==> src/rtl/sseg_pkg.sv <==
// Shared constants, scan state type and hex font for the seven-segment scan driver.
package sseg_pkg;

    localparam logic [6:0] SEG_OFF = 7'b1111111;
    localparam logic [3:0] AN_OFF  = 4'b1111;

    typedef enum logic {
        BLANK = 1'b0,
        DRIVE = 1'b1
    } scan_state_t;

    // Active-low {g,f,e,d,c,b,a} pattern for one hex nibble.
    function automatic logic [6:0] hex_to_seg(input logic [3:0] nib);
        logic [6:0] pat;
        case (nib)
            4'h0: pat = 7'b1000000;
            4'h1: pat = 7'b1111001;
            4'h2: pat = 7'b0100100;
            4'h3: pat = 7'b0110000;
            4'h4: pat = 7'b0011001;
            4'h5: pat = 7'b0010010;
            4'h6: pat = 7'b0000010;
            4'h7: pat = 7'b1111000;
            4'h8: pat = 7'b0000000;
            4'h9: pat = 7'b0010000;
            4'hA: pat = 7'b0001000;
            4'hB: pat = 7'b0000011;
            4'hC: pat = 7'b1000110;
            4'hD: pat = 7'b0100001;
            4'hE: pat = 7'b0000110;
            default: pat = 7'b0001110;
        endcase
        return pat;
    endfunction

endpackage

==> src/rtl/sseg_scan_driver_tick_detect.sv <==
// Rising-edge detector for the divided scan clock, sampled as a level on clk.
module tick_detect (
    input  logic clk,
    input  logic rst,
    input  logic sclk,
    output logic tick
);

    logic sclk_d;
    logic sclk_q;

    always_comb begin
        sclk_d = sclk;
    end

    always_ff @(posedge clk or posedge rst) begin
        if (rst) begin
            sclk_q <= 1'b0;
        end else begin
            sclk_q <= sclk_d;
        end
    end

    assign tick = sclk & ~sclk_q;

endmodule

==> src/rtl/sseg_scan_driver.sv <==
// Four-digit multiplexed seven-segment driver with anti-ghost blanking and per-frame snapshot.
//   state | meaning
//   BLANK | all anodes off, counting out the anti-ghost interval
//   DRIVE | selected digit driven from the shadow registers
module sseg_scan_driver
    import sseg_pkg::*;
#(
    parameter int BLANK_CYCLES = 4,
    parameter int BLANK_W      = 8
) (
    input  logic        clk,
    input  logic        rst,
    input  logic        sclk,
    input  logic [15:0] value,
    input  logic [3:0]  dig_en,
    input  logic [3:0]  dp_in,
    input  logic        blank_lz,
    output logic [6:0]  seg,
    output logic        dp,
    output logic [3:0]  an,
    output logic        frame_done
);

    localparam logic [BLANK_W-1:0] BLANK_LAST =
        BLANK_W'((BLANK_CYCLES == 0) ? 0 : BLANK_CYCLES - 1);

    logic               tick;
    scan_state_t        state_d, state_q;
    logic [BLANK_W-1:0] cnt_d, cnt_q;
    logic [1:0]         idx_d, idx_q;
    logic [15:0]        sh_value_d, sh_value_q;
    logic [3:0]         sh_en_d, sh_en_q;
    logic [3:0]         sh_dp_d, sh_dp_q;
    logic               sh_lz_d, sh_lz_q;
    logic               frame_done_d, frame_done_q;
    logic [3:0]         an_d, an_q;
    logic [6:0]         seg_d, seg_q;
    logic               dp_d, dp_q;
    logic [3:0]         nib;
    logic               lz_hit;

    tick_detect u_tick (
        .clk  (clk),
        .rst  (rst),
        .sclk (sclk),
        .tick (tick)
    );

    always_comb begin
        state_d      = state_q;
        cnt_d        = cnt_q;
        idx_d        = idx_q;
        sh_value_d   = sh_value_q;
        sh_en_d      = sh_en_q;
        sh_dp_d      = sh_dp_q;
        sh_lz_d      = sh_lz_q;
        frame_done_d = 1'b0;
        if (tick) begin
            idx_d   = idx_q + 2'd1;
            cnt_d   = '0;
            state_d = (BLANK_CYCLES == 0) ? DRIVE : BLANK;
            if (idx_q == 2'd3) begin
                sh_value_d   = value;
                sh_en_d      = dig_en;
                sh_dp_d      = dp_in;
                sh_lz_d      = blank_lz;
                frame_done_d = 1'b1;
            end
        end else if (state_q == BLANK) begin
            if (BLANK_CYCLES == 0 || cnt_q == BLANK_LAST) begin
                state_d = DRIVE;
            end else begin
                cnt_d = cnt_q + BLANK_W'(1);
            end
        end
    end

    // Outputs are decoded from next-state values so they change on the same edge as idx/state.
    always_comb begin
        nib    = sh_value_d[{idx_d, 2'b00} +: 4];
        lz_hit = sh_lz_d && (idx_d != 2'd0) && ((sh_value_d >> {idx_d, 2'b00}) == 16'h0000);
        an_d   = AN_OFF;
        seg_d  = SEG_OFF;
        dp_d   = 1'b1;
        if (state_d == DRIVE && sh_en_d[idx_d]) begin
            an_d[idx_d] = 1'b0;
            dp_d        = ~sh_dp_d[idx_d];
            if (!lz_hit) begin
                seg_d = hex_to_seg(nib);
            end
        end
    end

    always_ff @(posedge clk or posedge rst) begin
        if (rst) begin
            state_q      <= BLANK;
            cnt_q        <= '0;
            idx_q        <= 2'd3;
            sh_value_q   <= '0;
            sh_en_q      <= '0;
            sh_dp_q      <= '0;
            sh_lz_q      <= 1'b0;
            frame_done_q <= 1'b0;
            an_q         <= AN_OFF;
            seg_q        <= SEG_OFF;
            dp_q         <= 1'b1;
        end else begin
            state_q      <= state_d;
            cnt_q        <= cnt_d;
            idx_q        <= idx_d;
            sh_value_q   <= sh_value_d;
            sh_en_q      <= sh_en_d;
            sh_dp_q      <= sh_dp_d;
            sh_lz_q      <= sh_lz_d;
            frame_done_q <= frame_done_d;
            an_q         <= an_d;
            seg_q        <= seg_d;
            dp_q         <= dp_d;
        end
    end

    assign an         = an_q;
    assign seg        = seg_q;
    assign dp         = dp_q;
    assign frame_done = frame_done_q;

endmodule

==> config.mk <==
export PLATFORM = sky130hd
export DESIGN_NAME = sseg_scan_driver
export DESIGN_NICKNAME = d
export VERILOG_FILES = /design/src/rtl/sseg_pkg.sv /design/src/rtl/sseg_scan_driver_tick_detect.sv /design/src/rtl/sseg_scan_driver.sv
export SDC_FILE = /design/constraint.sdc
export NUM_CORES = 1
export LEC_CHECK = 0
export BUFFER_PORTS_ARGS = -buffer_cell sky130_fd_sc_hd__buf_2
export CORE_ASPECT_RATIO = 1.75
export CORE_MARGIN = 10
export CORE_UTILIZATION = 45
export DETAILED_ROUTE_END_ITERATION = 8
export PLACE_DENSITY_LB_ADDON = 0.3
export SYNTH_ARGS = -nofsm -noshare
export SYNTH_HDL_FRONTEND = slang
export SYNTH_SLANG_ARGS = --single-unit
==> constraint.sdc <==
create_clock -name clk -period 7.1 [get_ports clk]
set_input_delay 1.42 -clock clk [delete_from_list [all_inputs] [get_ports clk]]
set_output_delay 1.42 -clock clk [all_outputs]
set_load 0.1 [all_outputs]
==> flow_metrics.env, run 1 <==
export IMPL_critPathLaunchType="primary input"
export IMPL_port_buffers=40
export IMPL_setup_tns_ns=0
export IMPL_clock_latency_ns=0.31
export IMPL_finClkSkew_ns=0.007278
export IMPL_powerDensity_nw_per_um2=523.9
export IMPL_initial_utilization_pct=46.30
export IMPL_syn_cell_area_um2=2586
export IMPL_drt_pass1_iterations=6
export IMPL_synth_area_leaders="dfrtp_1 (35%), dfstp_2 (14%), mux2_2 (6.1%), ha_1 (3.9%), nor2_1 (3.2%)"
export IMPL_period_minus_slack_ns=3.695
export IMPL_internal_power_uw=808.4
export IMPL_cts_buffers=5
export IMPL_clkTransAtPathRegs_ns=0.09
export IMPL_pwr_share_seq_pct=31.0
export IMPL_grt_pass1_vias=1957
export IMPL_die_w_um=77.31
export IMPL_ys_ff_latch=50
export IMPL_htree_levels=2
export IMPL_core_um2=5585
export IMPL_synth_cells=222
export IMPL_grt_antenna_before_repair=0
export IMPL_cts_buffer_depth=2
export IMPL_hpwl_um=4419
export IMPL_p_comb_share_pct=56.5
export IMPL_tightestPinTransition_ns=1.040
export IMPL_area_growth_pct=12.77
export IMPL_layout_nets=297
export IMPL_dieArea_um2=9299
export IMPL_outcome="completed"
export IMPL_via_per_inst=5.290
export IMPL_period_share_pct=52.04
export IMPL_cts_tree="done"
export IMPL_synth_top_cell_area_share_pct=34.83
export IMPL_mostFrequentLayoutCell="buf_2"
export IMPL_grt_busiest_layer="met2"
export IMPL_track_usage_pct=12.90
export IMPL_root_buffer="clkbuf_8"
export IMPL_via_count=1788
export IMPL_grt_max_degree=51
export IMPL_netlist_top_cell_by_area="dfrtp_1"
export IMPL_cts_setup_buffers=0
export IMPL_grt_pass1_wl_um=9673
export IMPL_path_max_fanout=23
export IMPL_multiInputGateArea_um2=1176
export IMPL_ctsHoldBuffers=0
export IMPL_end_kind="register"
export IMPL_power_switching_uw=719.6
export IMPL_power_frac_clock_pct=12.5
export IMPL_cp_arrival_ns=3.93
export IMPL_regArea_um2=1269
export IMPL_maxSlewViolCount=0
export IMPL_rsz0062_at_grt="no"
export IMPL_wl_um=5741
export IMPL_critical_path_class="primary input to register"
export IMPL_met3_usage_pct=3.042
export IMPL_fillers=533
export IMPL_gp_congestion=0.8096
export IMPL_ant_nets=0
export IMPL_met2_usage_pct=23.79
export IMPL_setup_viol=0
export IMPL_layout_setup_ws_ns=3.405
export IMPL_drive_gt1_share_pct=36.64
export IMPL_yosysWarningCount=0
export IMPL_hold_class="register to register"
export IMPL_post_route_drc_count=0
export IMPL_diodes=0
export IMPL_drtIter0Drc=97
export IMPL_num_io_pins=41
export IMPL_dpl_worst_slack_ns=3.069
export IMPL_post_drt_wl_per_cell_um=16.99
export IMPL_critPathRequiredTime_ns=7.33
export IMPL_final_cell_mix="buf_2 (40), dfrtp_1 (36), nor2_1 (22)"
export IMPL_yosysUniqueCellTypes=54
export IMPL_num_rows=36
export IMPL_syn_avg_cell_area_um2=11.65
export IMPL_async_flop_share_pct=100.0
export IMPL_ctsResizeCount=0
export IMPL_drv_cap=0
export IMPL_die_h_um=120.3
export IMPL_swShare_pct=47.09
export IMPL_syn_nets=258
export IMPL_vdd_drop_max_uv=361.8
export IMPL_max_freq_mhz=270.6
export IMPL_p_leak_uw=0.001376
export IMPL_cts_sinks=50
export IMPL_synth_edf_count=0
export IMPL_synthFlopType="dfrtp_1"
export IMPL_relSlewSlack_pct=30.65
export IMPL_grtUsageMet1_pct=12.83
export IMPL_grt_overflow=0
export IMPL_ys_seq_area_share_pct=49.06
export IMPL_hold_viol=0
synthesized netlist by cell type (all sizes together) (2+ instances only):
cell type	number
dfrtp	36
nor2	22
mux2	18
nand2	16
inv	15
dfstp	14
nand3	10
buf	8
ha	8
mux2i	8
xor2	6
nor3	4
o21ai	4
o221ai	4
a21oi	3
a22oi	3
a311o	3
nand3b	3
o211ai	3
xnor2	3
a221o	2
a32oi	2
and2	2
and3	2
nand2b	2
nor2b	2
o21bai	2
o31ai	2
or3	2
layout make-up:
cell class                 instances  area share, %
inverter                          15          2.016
tap                               76          3.260
timing repair buffer              41          7.121
sequential                        50          43.50
clock buffer                       8          3.775
multi-input combinational        148          40.33
per-layer routing:
metal	share of wire (%)	wire, um
met1	37	2111
met2	55	3177
met3	3.7	212
met4	4.2	240
met5	0	0
registers in the layout, indices dropped and copies added, names as in the netlist:
signal         cells
idx_q              2
sh_dp_q            4
an                 4
frame_done         1
sh_value_q        16
u_tick.sclk_q      1
sh_lz_q            1
dp                 1
sh_en_q            4
cnt_q              8
state_q            1
seg                7
logic make-up (layout without fill, tap and decap cells):
family | after synthesis | in the layout | synth area share (%)
AND/OR/NAND/NOR | 68 | 68 | 13.21
AO/OA/AOI/OAI | 36 | 36 | 12.39
adder cells (fa/ha/maj) | 8 | 8 | 3.870
XOR/XNOR | 9 | 9 | 3.774
buffers and inverters | 24 | 64 | 5.467
multiplexers | 27 | 27 | 12.24
flip-flops | 50 | 50 | 49.06
worst max-delay path, stage by stage:
cell and delay, ns:
buf_2 0.15, nand3b_2 0.46, mux2_2 0.47, o221ai_1 0.38, inv_1 0.16, ha_1 0.23, inv_1 0.08, nor2_1 0.05
o21bai_1 0.19, a221o_1 0.34
power groups by stage:
stage	Combinational [uW]	Clock, uW	Sequential (uW)
2_1_floorplan	564	0	635
3_3_place_gp	858	0	480
3_5_place_dp	863	0	481
4_1_cts	867	196	475
5_1_grt	955	205	490
6_report	863	191	474
stage by stage:
stage	hold slack, ns	power (uW)	cells	cell area, um^2	utilization, %
2_1_floorplan	0.4507	1200	222	2586	-
3_3_place_gp	0.4627	1338	330	2806	50.25
3_5_place_dp	0.4769	1344	330	2806	50.25
4_1_cts	0.4986	1538	338	2917	52.22
5_1_grt	0.5107	1650	338	2917	52.22
6_report	0.5012	1528	338	2917	52.22
final timing paths:
path | from | endpoint | slack [ns] | depth (start not counted)
max reg2reg | idx_q[0]$_DFF_PP1_ | seg[5]$_DFF_PP1_ | 3.73 | 10
min | sh_value_q[1]$_DFF_PP0_ | sh_value_q[1]$_DFF_PP0_ | 0.50 | 2
max in group asynchronous | rst | cnt_q[5]$_DFFE_PP0P_ | 5.10 | 2
max | sclk | seg[5]$_DFF_PP1_ | 3.40 | 10
min in group asynchronous | rst | frame_done$_DFF_PP0_ | 1.34 | 2
min reg2reg | sh_value_q[1]$_DFF_PP0_ | sh_value_q[1]$_DFF_PP0_ | 0.50 | 2
Note: power is estimated with default switching activity, not from simulation.
==> run 2: changes to the inputs <==
- clock period: 7.1 -> 3.81 ns (I/O delays scaled with it)
==> flow_metrics.env, run 2 (synthesis results as in run 1) <==
export IMPL_outcome="completed"
export IMPL_post_route_drc_count=0
export IMPL_p_leak_uw=0.001371
export IMPL_power_switching_uw=1336
export IMPL_ctsResizeCount=0
export IMPL_met3_length_um=196
export IMPL_hold_viol=0
export IMPL_area_growth_pct=12.58
export IMPL_core_um2=5585
export IMPL_cts_tree="done"
export IMPL_wl_met1_um=2038
export IMPL_grt_pass1_wl_um=9004
export IMPL_final_util_pct=52.13
export IMPL_clkTransAtPathRegs_ns=0.10
export IMPL_final_cell_mix="buf_2 (40), dfrtp_1 (36), nor2_1 (22)"
export IMPL_path_max_fanout=10
export IMPL_cts_buffer_depth=2
export IMPL_via_per_inst=5.221
export IMPL_grt_max_degree=51
export IMPL_period_minus_slack_ns=3.086
export IMPL_gp_congestion=0.8340
export IMPL_drt_pass1_iterations=4
export IMPL_diodes=0
export IMPL_die_w_um=77.31
export IMPL_maxSlewViolCount=0
export IMPL_period_share_pct=81.01
export IMPL_die_h_um=120.3
export IMPL_grt_antenna_before_repair=0
export IMPL_dpl_worst_slack_ns=0.6546
export IMPL_grt_pass1_vias=1857
export IMPL_layout_nets=299
export IMPL_power_frac_clock_pct=11.1
export IMPL_cts_buffers=5
export IMPL_port_buffers=40
export IMPL_vdd_drop_max_uv=616.5
export IMPL_ant_nets=0
export IMPL_clock_latency_ns=0.31
export IMPL_cts_setup_buffers=0
export IMPL_num_rows=36
export IMPL_layout_setup_ws_ns=0.7236
export IMPL_hpwl_um=4334
export IMPL_initial_utilization_pct=46.30
export IMPL_setup_tns_ns=0
export IMPL_internal_power_uw=1454
export IMPL_critPathRequiredTime_ns=4.05
export IMPL_postLayoutCellArea_um2=2912
export IMPL_drv_cap=0
export IMPL_track_usage_pct=12.16
export IMPL_largest_register="sh_value_q"
export IMPL_setup_viol=0
export IMPL_critical_path_class="register to register"
export IMPL_cts_sinks=50
export IMPL_post_drt_wl_per_cell_um=16.29
export IMPL_finClkSkew_ns=0.01389
export IMPL_max_freq_mhz=324.0
export IMPL_p_comb_share_pct=57.2
export IMPL_route_met2_wl_um=3187
export IMPL_drive_gt1_share_pct=37.12
export IMPL_rsz0062_at_grt="no"
export IMPL_mostFrequentLayoutCell="buf_2"
export IMPL_swShare_pct=47.89
export IMPL_critPathLaunchType="register"
export IMPL_largest_register_ffs=16
export IMPL_htree_levels=2
export IMPL_end_kind="register"
export IMPL_cp_arrival_ns=3.32
export IMPL_ctsHoldBuffers=0
export IMPL_num_io_pins=41
export IMPL_via_count=1775
export IMPL_grt_overflow=0
export IMPL_powerDensity_nw_per_um2=958.5
export IMPL_root_buffer="clkbuf_8"
export IMPL_fillers=548
export IMPL_place_area_um2=2821
export IMPL_wl_um=5538
export IMPL_top_layer_used="met4"
export IMPL_hold_class="register to register"
export IMPL_tightestPinTransition_ns=1.003
export IMPL_relSlewSlack_pct=33.02
export IMPL_dieArea_um2=9299
export IMPL_drtIter0Drc=55
export IMPL_pwr_share_seq_pct=31.7
==> run 2: cell count changes in the layout (fill, tap and decap cells not counted), sizes merged <==
cell / before / now
clkbuf: 8 / 5
buf: 41 / 43
clkinv: 0 / 2
clkinvlp: 0 / 1
==> run 2: cell type report <==
type,count,area [um^2],area share [%]
sequential,50,1269,43.58
multi-input combinational,148,1176,40.40
timing repair buffer,43,222.7,7.649
tap,76,95.09,3.266
clock buffer,5,68.82,2.364
inverter,15,58.81,2.020
clock inverter,3,21.27,0.7306
==> run 2: routing by layer <==
layer / up-vias / GRT usage, %
met3: 10 / 2.967
li1: 865 / -
met1: 872 / 11.24
met5: - / 0
met4: 0 / 5.505
met2: 28 / 23.95
==> run 2: power groups by stage <==
stage	Combinational, uW	Clock, uW	Sequential [uW]
2_1_floorplan	1050	0	1180
3_3_place_gp	1600	0	890
3_5_place_dp	1610	0	895
4_1_cts	1610	323	885
5_1_grt	1750	344	908
6_report	1600	309	884
==> run 2: stage by stage <==
stage          total power [uW]  std cells  hold slack (ns)
2_1_floorplan              2236        222           0.4507
5_1_grt                    2998        340           0.5205
3_3_place_gp               2493        332           0.4817
3_5_place_dp               2502        332           0.4865
4_1_cts                    2819        340           0.5078
6_report                   2791        340           0.5059
==> run 2: path summary, 6_finish.rpt <==
check	from	end	slack, ns	depth (start not counted)
setup / recovery	idx_q[0]$_DFF_PP1_	seg[5]$_DFF_PP1_	0.72	10
hold / removal	sh_dp_q[2]$_DFF_PP0_	sh_dp_q[2]$_DFF_PP0_	0.51	1
setup reg to reg	idx_q[0]$_DFF_PP1_	seg[5]$_DFF_PP1_	0.72	10
hold reg to reg	sh_dp_q[2]$_DFF_PP0_	sh_dp_q[2]$_DFF_PP0_	0.51	1
max in group asynchronous	rst	sh_value_q[14]$_DFF_PP0_	2.51	2
min in group asynchronous	rst	frame_done$_DFF_PP0_	0.69	2
==> run 2: worst max-delay path: stages, from the launching register on <==
cell and delay [ns]:
dfstp_2 0.69, ha_1 0.25, nand3b_2 0.26, mux2_2 0.38
o221ai_1 0.39, inv_1 0.16, ha_1 0.22, inv_1 0.07
nor2_1 0.05, o21bai_1 0.18, a221o_1 0.34
==> run 3: changes to the inputs <==
- clock period: 3.81 -> 2.8 ns (I/O delays scaled with it)
==> flow_metrics.env, run 3 (synthesis results as in run 1) <==
export IMPL_outcome="completed"
export IMPL_drv_cap=0
export IMPL_dpl_worst_slack_ns=-0.06648
export IMPL_r2r_worst_path_cells=11
export IMPL_path_cells="buf_6 -> ha_1 -> nand3b_1 -> buf_4 -> buf_4 -> mux2i_1 -> a32oi_1 -> o221ai_2 -> buf_4 -> a211o_1 -> a21o_1"
export IMPL_layout_nets=314
export IMPL_ctsHoldBuffers=0
export IMPL_clock_latency_ns=0.30
export IMPL_final_cell_mix="buf_2 (40), dfrtp_1 (36), nor2_1 (22)"
export IMPL_critical_path_class="register to register"
export IMPL_slowest_delay_ns=0.55
export IMPL_path_max_fanout=9
export IMPL_largest_register_ffs=16
export IMPL_htree_levels=2
export IMPL_post_route_drc_count=0
export IMPL_crit_buf_inv=4
export IMPL_cp_arrival_ns=2.94
export IMPL_rsz0062_at_grt="yes"
export IMPL_via_count=1887
export IMPL_cts_buffers=5
export IMPL_diodes=0
export IMPL_clkTransAtPathRegs_ns=0.09
export IMPL_die_h_um=120.3
export IMPL_final_util_pct=55.67
export IMPL_post_drt_wl_per_cell_um=16.70
export IMPL_cts_tree="done"
export IMPL_ant_nets=0
export IMPL_root_buffer="clkbuf_8"
export IMPL_grt_overflow=0
export IMPL_drive_gt1_share_pct=42.65
export IMPL_cp_top_family="compound AO/OA/AOI/OAI gates"
export IMPL_grt_antenna_before_repair=0
export IMPL_finClkSkew_ns=0.008276
export IMPL_powerDensity_nw_per_um2=1331
export IMPL_fillers=521
export IMPL_period_minus_slack_ns=2.703
export IMPL_critPathRequiredTime_ns=3.04
export IMPL_relSlewSlack_pct=38.11
export IMPL_track_usage_pct=13.04
export IMPL_cts_buffer_depth=2
export IMPL_mostFrequentLayoutCell="buf_2"
export IMPL_largest_register="sh_value_q"
export IMPL_num_io_pins=41
export IMPL_layout_setup_ws_ns=0.09710
export IMPL_cts_sinks=50
export IMPL_drt_pass1_iterations=4
export IMPL_hold_viol=0
export IMPL_die_w_um=77.31
export IMPL_end_kind="register"
export IMPL_tightestPinTransition_ns=0.9270
export IMPL_maxSlewViolCount=0
export IMPL_vdd_drop_max_uv=703.3
export IMPL_p_leak_uw=0.001453
export IMPL_num_rows=36
export IMPL_area_growth_pct=20.22
export IMPL_max_freq_mhz=370.0
export IMPL_core_um2=5585
export IMPL_placed_cells=344
export IMPL_grt_max_degree=47
export IMPL_gp_congestion=0.9438
export IMPL_period_share_pct=96.53
export IMPL_critPathMostFrequentCell="buf_4"
export IMPL_initial_utilization_pct=46.30
export IMPL_port_buffers=40
export IMPL_grt_pass1_wl_um=9749
export IMPL_final_cells=355
export IMPL_hpwl_um=4712
export IMPL_drtIter0Drc=115
export IMPL_via_per_inst=5.315
export IMPL_critPathLaunchType="register"
export IMPL_setup_tns_ns=0
export IMPL_path_depth=11
export IMPL_grt_pass1_vias=2051
export IMPL_wl_um=5930
export IMPL_dieArea_um2=9299
export IMPL_setup_viol=0
export IMPL_hold_class="primary input to asynchronous set/reset pin"
export IMPL_cpMaxStageDelayCell="dfstp_2"
==> run 3: cell types whose count changed in the layout (fill, tap and decap cells not counted), sizes merged <==
cell      previous run  this run
buf                 43        58
clkbuf               5         7
clkinv               2         1
clkinvlp             1         0
==> run 3: metrics by stage <==
| stage | cell area (um^2) | total power, uW | hold slack [ns] |
|---|---|---|---|
| after global placement | 2912 | 3520 | 0.4773 |
| final | 3109 | 4137 | 0.4545 |
| after floorplan | 2586 | 3042 | 0.4507 |
| after detailed placement | 2912 | 3568 | 0.4772 |
| after CTS | 3047 | 4059 | 0.4491 |
| after global routing | 3109 | 4431 | 0.4541 |
==> run 3: layout make-up <==
type | instances | area (um^2) | area share (%)
sequential | 50 | 1269 | 40.80
multi-input combinational | 148 | 1256 | 40.40
timing repair buffer | 58 | 339.1 | 10.91
tap | 76 | 95.09 | 3.058
clock buffer | 7 | 86.33 | 2.777
inverter | 15 | 58.81 | 1.891
clock inverter | 1 | 5.005 | 0.1610
==> run 3: final timing paths <==
kind | start | end | slack (ns)
worst max-delay path | idx_q[0]$_DFF_PP1_ | seg[3]$_DFF_PP1_ | 0.1
worst min-delay path | rst | sh_dp_q[0]$_DFF_PP0_ | 0.45
worst max register to register | idx_q[0]$_DFF_PP1_ | seg[3]$_DFF_PP1_ | 0.1
worst min register to register | sh_en_q[0]$_DFF_PP0_ | sh_en_q[0]$_DFF_PP0_ | 0.50
max in group asynchronous | rst | seg[6]$_DFF_PP1_ | 1.64
min in group clk | sclk | u_tick.sclk_q$_DFF_PP0_ | 0.47
==> run 3: repair_timing <==
| item | CTS | global route |
|---|---|---|
| setup endpoints to repair | 6 | 7 |
| setup buffers | 3 | 0 |
| cloned | 0 | 0 |
| pin swaps | 1 | 1 |
| resized for setup | 3 | 10 |
==> run 3: worst register-to-register path, delay by kind of cell, from the launching register on <==
kind                       cells  cell delay (ns)
AOI/OAI and AO/OA              4             0.93
adders and majority gates      1             0.16
buffers and inverters          4             0.71
DFF                            1             0.55
muxes                          1             0.18
and+or+nand+nor                1             0.10
==> run 3: power breakdown <==
part / leakage [uW] / internal, uW / switching [uW] / total (uW)
combinational: 0.000807 / 950 / 1600 / 2550
clock: 0.0000482 / 200 / 225 / 424
sequential: 0.000598 / 1050 / 113 / 1160
==> run 3: routing by layer <==
layer	vias up	part of all wire [%]	global-route usage (%)
met4	0	3.8	8.028
li1	896	-	-
met2	35	56	24.42
met3	17	3.4	2.893
met1	939	36	12.48
met5	-	0	0
